## src/rtl/scct_irq_ctrl_pkg.sv

```systemverilog
// Shared definitions for the scct interrupt collector.
// State encodings and fixed source indices.
package scct_irq_ctrl_pkg;

    typedef enum logic [1:0] {
        SCCT_IRQ_IDLE   = 2'd0,
        SCCT_IRQ_REQ    = 2'd1,
        SCCT_IRQ_CLR    = 2'd2,
        SCCT_IRQ_SETTLE = 2'd3
    } irq_state_e;

    localparam int SCCT_IRQ_SRC_CTR = 0;

endpackage

```

## src/rtl/scct_irq_ctrl_prio_enc.sv

```systemverilog
// Lowest-index-wins priority encoder.
// valid is high when any request bit is set.
module scct_prio_enc #(
    parameter int N = 5,
    parameter int W = 3
) (
    input  logic [N-1:0] req,
    output logic         valid,
    output logic [W-1:0] index
);

    always_comb begin
        valid = |req;
        index = '0;
        for (int i = N - 1; i >= 0; i--) begin
            if (req[i]) begin
                index = W'(i);
            end
        end
    end

endmodule

```

## src/rtl/scct_irq_ctrl.sv

```systemverilog
// Interrupt collector: fixed-priority select, irq/ack handshake,
// one-cycle status-clear strobe and served-interrupt counter.
module scct_irq_ctrl
    import scct_irq_ctrl_pkg::*;
#(
    parameter int NUM_CH    = 4,
    parameter int VEC_WIDTH = 3,
    parameter int CNT_WIDTH = 8
) (
    input  logic                 clk,
    input  logic                 rst,
    input  logic                 en,
    input  logic [NUM_CH:0]      src_is,
    input  logic [NUM_CH:0]      src_ien,
    input  logic                 ack,
    output logic                 irq,
    output logic [VEC_WIDTH-1:0] vec,
    output logic [NUM_CH:0]      clr,
    output logic                 busy,
    output logic [CNT_WIDTH-1:0] served_cnt
);

    localparam int NSRC = NUM_CH + 1;

    if ((2 ** VEC_WIDTH) < NSRC) begin : g_bad_width
        $error("VEC_WIDTH too small for NUM_CH+1 sources");
    end

    logic [NSRC-1:0]      pend;
    logic [NSRC-1:0]      vec_onehot;
    logic                 pend_hit;
    logic                 sel_valid;
    logic [VEC_WIDTH-1:0] sel_idx;

    irq_state_e           state_q;
    irq_state_e           state_d;
    logic                 irq_d;
    logic [VEC_WIDTH-1:0] vec_d;
    logic [NSRC-1:0]      clr_d;
    logic                 busy_d;
    logic [CNT_WIDTH-1:0] cnt_d;

    assign pend       = src_is & src_ien;
    assign vec_onehot = NSRC'(1) << vec;
    assign pend_hit   = |(pend & vec_onehot);

    scct_prio_enc #(
        .N (NSRC),
        .W (VEC_WIDTH)
    ) u_prio_enc (
        .req   (pend),
        .valid (sel_valid),
        .index (sel_idx)
    );

    always_ff @(posedge clk) begin
        if (rst) begin
            state_q <= SCCT_IRQ_IDLE;
        end else begin
            state_q <= state_d;
        end
    end

    // ack wins over a same-cycle retraction or enable drop
    always_comb begin
        state_d = state_q;
        unique case (state_q)
            SCCT_IRQ_IDLE: begin
                if (en && sel_valid) state_d = SCCT_IRQ_REQ;
            end
            SCCT_IRQ_REQ: begin
                if (ack)                  state_d = SCCT_IRQ_CLR;
                else if (!en || !pend_hit) state_d = SCCT_IRQ_IDLE;
            end
            SCCT_IRQ_CLR:    state_d = SCCT_IRQ_SETTLE;
            SCCT_IRQ_SETTLE: state_d = SCCT_IRQ_IDLE;
        endcase
    end

    always_comb begin
        irq_d  = 1'b0;
        vec_d  = vec;
        clr_d  = '0;
        cnt_d  = served_cnt;
        busy_d = (state_d == SCCT_IRQ_REQ) || (state_d == SCCT_IRQ_CLR);
        unique case (state_q)
            SCCT_IRQ_IDLE: begin
                if (state_d == SCCT_IRQ_REQ) begin
                    irq_d = 1'b1;
                    vec_d = sel_idx;
                end
            end
            SCCT_IRQ_REQ: begin
                irq_d = (state_d == SCCT_IRQ_REQ);
                if (state_d == SCCT_IRQ_CLR) begin
                    clr_d = vec_onehot;
                    cnt_d = served_cnt + CNT_WIDTH'(1);
                end
            end
            default: ;
        endcase
    end

    always_ff @(posedge clk) begin
        if (rst) begin
            irq        <= 1'b0;
            vec        <= '0;
            clr        <= '0;
            busy       <= 1'b0;
            served_cnt <= '0;
        end else begin
            irq        <= irq_d;
            vec        <= vec_d;
            clr        <= clr_d;
            busy       <= busy_d;
            served_cnt <= cnt_d;
        end
    end

endmodule

```

## config.mk

```make
export PLATFORM = sky130hd
export DESIGN_NAME = scct_irq_ctrl
export DESIGN_NICKNAME = d
export VERILOG_FILES = /design/src/rtl/scct_irq_ctrl_pkg.sv /design/src/rtl/scct_irq_ctrl_prio_enc.sv /design/src/rtl/scct_irq_ctrl.sv
export SDC_FILE = /design/constraint.sdc
export NUM_CORES = 1
export LEC_CHECK = 0
export ABC_AREA = 1
export CAP_MARGIN = 10
export CORE_MARGIN = 2
export CORE_UTILIZATION = 47
export DETAILED_ROUTE_END_ITERATION = 12
export HOLD_SLACK_MARGIN = 0.06
export PLACE_DENSITY = 0.88
export SKIP_LAST_GASP = 1
export SLEW_MARGIN = 15
export SYNTH_ARGS = -nofsm -noshare
export SYNTH_HDL_FRONTEND = slang
export SYNTH_SLANG_ARGS = --single-unit
```

## constraint.sdc

```tcl
create_clock -name clk -period 2.6 [get_ports clk]
set_input_delay 0.26 -clock clk [delete_from_list [all_inputs] [get_ports clk]]
set_output_delay 0.26 -clock clk [all_outputs]
set_load 0.02 [all_outputs]
```

==> report_table.html <==
<table>
<tr><th>Metric</th><th>Value</th></tr>
<tr><th colspan="2">Pwr</th></tr>
<tr><td>Leakage power figure</td><td>0.593 nW</td></tr>
<tr><td>Internal power contribution</td><td>461 uW</td></tr>
<tr><td>PwrDens</td><td>478 nW/um^2</td></tr>
<tr><td>Psw</td><td>176 uW</td></tr>
<tr><td>Proportion of power drawn by the clock network</td><td>27.8%</td></tr>
<tr><td>Combinational Power Share</td><td>19.1%</td></tr>
<tr><td>Post-layout total power</td><td>637 uW</td></tr>
<tr><td>Maximum VDD drop</td><td>416 uV</td></tr>
<tr><td>Switching part of the total power</td><td>27.6%</td></tr>
<tr><td>Power share of the sequential group</td><td>53.1%</td></tr>
<tr><th colspan="2">Critical path</th></tr>
<tr><td>Max incr delay on CP</td><td>480 ps</td></tr>
<tr><td>Worst-path maximum fanout</td><td>8</td></tr>
<tr><td>Top cell family by delay on the critical path</td><td>simple AND/OR/NAND/NOR gates</td></tr>
<tr><td>Critical Path, Cell by Cell</td><td>nand2_1 -&gt; nor2_1 -&gt; nand2_1 -&gt; nand3_1 -&gt; o21bai_1 -&gt; nand2_1 -&gt; ha_1 -&gt; inv_1 -&gt; nor3_1 -&gt; o21ai_0 -&gt; a21oi_1</td></tr>
<tr><td>Most prevalent standard cell on the critical path</td><td>sky130_fd_sc_hd__nand2_1</td></tr>
<tr><td>Worst setup path category</td><td>reg -&gt; reg</td></tr>
<tr><td>CP Buf/Inv Count</td><td>1</td></tr>
<tr><td>Cell with the largest stage delay on the worst path</td><td>sky130_fd_sc_hd__dfxtp_1</td></tr>
<tr><td>Endpoint kind of the worst setup timing path</td><td>flop</td></tr>
<tr><td>Required time at the worst-slack endpoint</td><td>2830 ps</td></tr>
<tr><td>Crit path arrival time</td><td>2210 ps</td></tr>
<tr><td>Worst setup SP type</td><td>flop</td></tr>
<tr><th colspan="2">Synthesis</th></tr>
<tr><td>Number of cells produced by synthesis</td><td>138</td></tr>
<tr><td>Unique cell type count in the Yosys netlist</td><td>21</td></tr>
<tr><td>Yosys Warn Count</td><td>0</td></tr>
<tr><td>Post-synth design cell area</td><td>965 um^2</td></tr>
<tr><td>Number of synthesized register bits</td><td>20</td></tr>
<tr><td>Fraction of the yosys area taken by sequential cells</td><td>41.5%</td></tr>
<tr><td>Average size of a mapped cell</td><td>6.99 um^2</td></tr>
<tr><td>Post-synth net total</td><td>155</td></tr>
<tr><th colspan="2">Floorplan</th></tr>
<tr><td>Effective utilization at floorplan</td><td>49.7%</td></tr>
<tr><td>Die height</td><td>49.3 um</td></tr>
<tr><td>Die Footprint</td><td>2430 um^2</td></tr>
<tr><td>Width of the die</td><td>49.3 um</td></tr>
<tr><td>Core Rows</td><td>16</td></tr>
<tr><td>Core Region</td><td>1940 um^2</td></tr>
<tr><td>I/O Pins</td><td>32</td></tr>
<tr><th colspan="2">Timing</th></tr>
<tr><td>Maximum clock skew at final layout</td><td>3.76 ps</td></tr>
<tr><td>Fin crit share</td><td>76.1%</td></tr>
<tr><td>Hold slack</td><td>473 ps</td></tr>
<tr><td>Final hold violation count</td><td>0</td></tr>
<tr><td>Unrepaired setup endpoints after global routing</td><td>false</td></tr>
<tr><td>Worst Max-Slew Pin Slew</td><td>552 ps</td></tr>
<tr><td>Achievable frequency</td><td>0.505 GHz</td></tr>
<tr><td>Period minus WS final</td><td>1980 ps</td></tr>
<tr><td>Count of endpoints failing setup in the final report</td><td>0</td></tr>
<tr><td>Max Slew Vio Count</td><td>0</td></tr>
<tr><td>Worst Setup Slack, final</td><td>620 ps</td></tr>
<tr><td>Worst slew slack as a fraction of its limit</td><td>62.9%</td></tr>
<tr><td>Total negative slack for setup checks</td><td>0 ps</td></tr>
<tr><th colspan="2">Detailed routing</th></tr>
<tr><td>Routed length on met1</td><td>945 um</td></tr>
<tr><td>DR pass1 iterations</td><td>4</td></tr>
<tr><td>Post-DR vias/cell</td><td>4.92</td></tr>
<tr><td>Overall via count from detail_route</td><td>974</td></tr>
<tr><td>Avg WL per Cell</td><td>10.8 um</td></tr>
<tr><td>Number of nets still failing antenna checks after routing</td><td>0</td></tr>
<tr><td>Drt initial violations</td><td>14</td></tr>
<tr><td>Highest signal layer in the routed design</td><td>met4</td></tr>
<tr><td>Total met2 wirelength after detailed routing</td><td>1.07 mm</td></tr>
<tr><td>Met3 routed WL</td><td>105 um</td></tr>
<tr><td>DRC violations left</td><td>0</td></tr>
<tr><td>Wirelength, routed</td><td>2.14 mm</td></tr>
<tr><th colspan="2">Clocking</th></tr>
<tr><td>Post-CTS sizing</td><td>0</td></tr>
<tr><td>CTS Hold Buffers Added</td><td>0</td></tr>
<tr><td>Worst skew pair latency</td><td>300 ps</td></tr>
<tr><td>Deepest clock path buffer count</td><td>2</td></tr>
<tr><td>Clock Pin Slew Worst Setup and Hold Paths</td><td>110 ps</td></tr>
<tr><td># clock sinks</td><td>20</td></tr>
<tr><td>CTS HTree Levels</td><td>1</td></tr>
<tr><td>Clock tree from TritonCTS</td><td>yes</td></tr>
<tr><td>Cell chosen for the clock root</td><td>sky130_fd_sc_hd__clkbuf_4</td></tr>
<tr><td>Num CTS Buffers</td><td>3</td></tr>
<tr><td>Setup Fix Bufs, Post-CTS</td><td>0</td></tr>
<tr><th colspan="2">Final layout</th></tr>
<tr><td>Final std cells w/o fill</td><td>198</td></tr>
<tr><td>Share of final-layout standard cells stronger than drive strength 1</td><td>5.85%</td></tr>
<tr><td>Layout Utilization</td><td>68.6%</td></tr>
<tr><td>Number of nets in the layout</td><td>189</td></tr>
<tr><td>Final standard cell area without fillers</td><td>1330 um^2</td></tr>
<tr><td>P&amp;R area growth vs syn</td><td>38.1%</td></tr>
<tr><td>Diodes inserted</td><td>0</td></tr>
<tr><th colspan="2">Placement</th></tr>
<tr><td>RePlAce Congestion</td><td>0.781</td></tr>
<tr><td>Cell count after placement</td><td>194</td></tr>
<tr><td>Final HPWL DP</td><td>1.67 mm</td></tr>
<tr><td>Standard cell area after detailed placement</td><td>1300 um^2</td></tr>
<tr><td>Placement-stage worst setup slack</td><td>412 ps</td></tr>
<tr><td>Number of buffers inserted by port buffering</td><td>31</td></tr>
<tr><th colspan="2">Global routing</th></tr>
<tr><td>Initial antenna violation count</td><td>0</td></tr>
<tr><td>Global-route usage over all layers</td><td>19.3%</td></tr>
<tr><td>First-pass GRT wire length</td><td>3.81 mm</td></tr>
<tr><td>Vias in the first global route</td><td>951</td></tr>
<tr><td>Global route overflow</td><td>0</td></tr>
<tr><td>Maximum number of pins on one net before global-route repair</td><td>12</td></tr>
<tr><th colspan="2">Run</th></tr>
<tr><td>Max-cap violations</td><td>0</td></tr>
<tr><th colspan="2">Min path</th></tr>
<tr><td>Worst hold-check path type</td><td>reg -&gt; reg</td></tr>
<tr><th colspan="2">Outcome</th></tr>
<tr><td>Outcome</td><td>finished clean</td></tr>
</table>
==> registers in the layout (all words and copies together), names as in the netlist <==
register,count
served_cnt,8
clr,5
vec,3
state_q,2
busy,1
irq,1
==> path summary, 6_finish.rpt <==
| check | start | endpoint | slack [ps] | cells after the start |
|---|---|---|---|---|
| worst max-delay path | vec[1] | vec[2] | 620 | 11 |
| worst min-delay path | state_q[1] | irq | 470 | 1 |
| worst max register to register | vec[1] | vec[2] | 620 | 11 |
| worst min register to register | state_q[1] | irq | 470 | 1 |
==> cells in the mapped netlist <==
cell type,instances,share of area [%]
sky130_fd_sc_hd__nand4_1,2,1.3
sky130_fd_sc_hd__inv_2,2,0.78
sky130_fd_sc_hd__xnor2_1,1,0.91
sky130_fd_sc_hd__nand2_1,36,14
sky130_fd_sc_hd__o21bai_1,1,0.78
sky130_fd_sc_hd__nand2_2,1,0.65
sky130_fd_sc_hd__nor3b_1,1,0.78
sky130_fd_sc_hd__nor3_1,3,1.6
sky130_fd_sc_hd__buf_2,1,0.52
sky130_fd_sc_hd__nor2_1,15,5.8
sky130_fd_sc_hd__inv_1,19,7.4
sky130_fd_sc_hd__o21ai_0,7,3.6
sky130_fd_sc_hd__a21oi_1,12,6.2
sky130_fd_sc_hd__nor4_1,3,1.9
sky130_fd_sc_hd__ha_1,3,3.9
sky130_fd_sc_hd__nand2_4,1,1.2
sky130_fd_sc_hd__nor3_4,1,1.7
sky130_fd_sc_hd__nor3_2,1,1.0
sky130_fd_sc_hd__dfxtp_1,20,42
sky130_fd_sc_hd__nand3_1,7,3.6
sky130_fd_sc_hd__buf_4,1,0.78
==> final cells by class <==
cell class / count / area (um^2)
Fill cell: 171 / 609
Clock buffer: 4 / 36.3
Timing Repair Buffer: 31 / 310
Inverter: 21 / 78.8
Tap cell: 27 / 33.8
Sequential cell: 20 / 400
Multi-Input combinational cell: 95 / 473
==> cell usage in the layout, fill, tap and decap left out, drive strengths merged <==
| cell type | n |
|---|---|
| o21bai | 1 |
| xnor2 | 1 |
| nor3 | 5 |
| nand2 | 38 |
| nor4 | 3 |
| nand3 | 7 |
| nand4 | 2 |
| inv | 21 |
| a21oi | 12 |
| nor2 | 15 |
| nor3b | 1 |
| o21ai | 7 |
| ha | 3 |
| clkdlybuf4s50 | 31 |
| dfxtp | 20 |
| clkbuf | 4 |
==> metal layers <==
layer / global-route usage, % / up-vias
met5: 0 / -
met3: 3.99 / 4
met2: 34.2 / 25
li1: - / 506
met1: 22.5 / 439
met4: 7.14 / 0
==> cells by family after synthesis <==
kind of cell,count (synthesis),share of synthesized area (%)
and+or+nand+nor,71,33.6
buffers and inverters,23,9.47
AOI/OAI and AO/OA,20,10.6
DFF,20,41.5
adders and majority gates,3,3.89
xor gates and xnor gates,1,0.908
==> power groups by stage <==
stage	logic (mW)	clock network (mW)	registers [mW]
2_1_floorplan	0.0615	0	0.351
3_3_place_gp	0.118	0	0.344
3_5_place_dp	0.121	0	0.344
4_1_cts	0.122	0.183	0.338
5_1_grt	0.136	0.199	0.341
6_report	0.121	0.177	0.338
==> worst reg2reg max path: cells and delay by family, from the launching register on <==
kind	cells	cell delay [ps]
and+or+nand+nor	6	880
DFF	1	480
AOI/OAI and AO/OA	3	370
adders and majority gates	1	140
buffers and inverters	1	50
(Power assumes the default switching activity.)
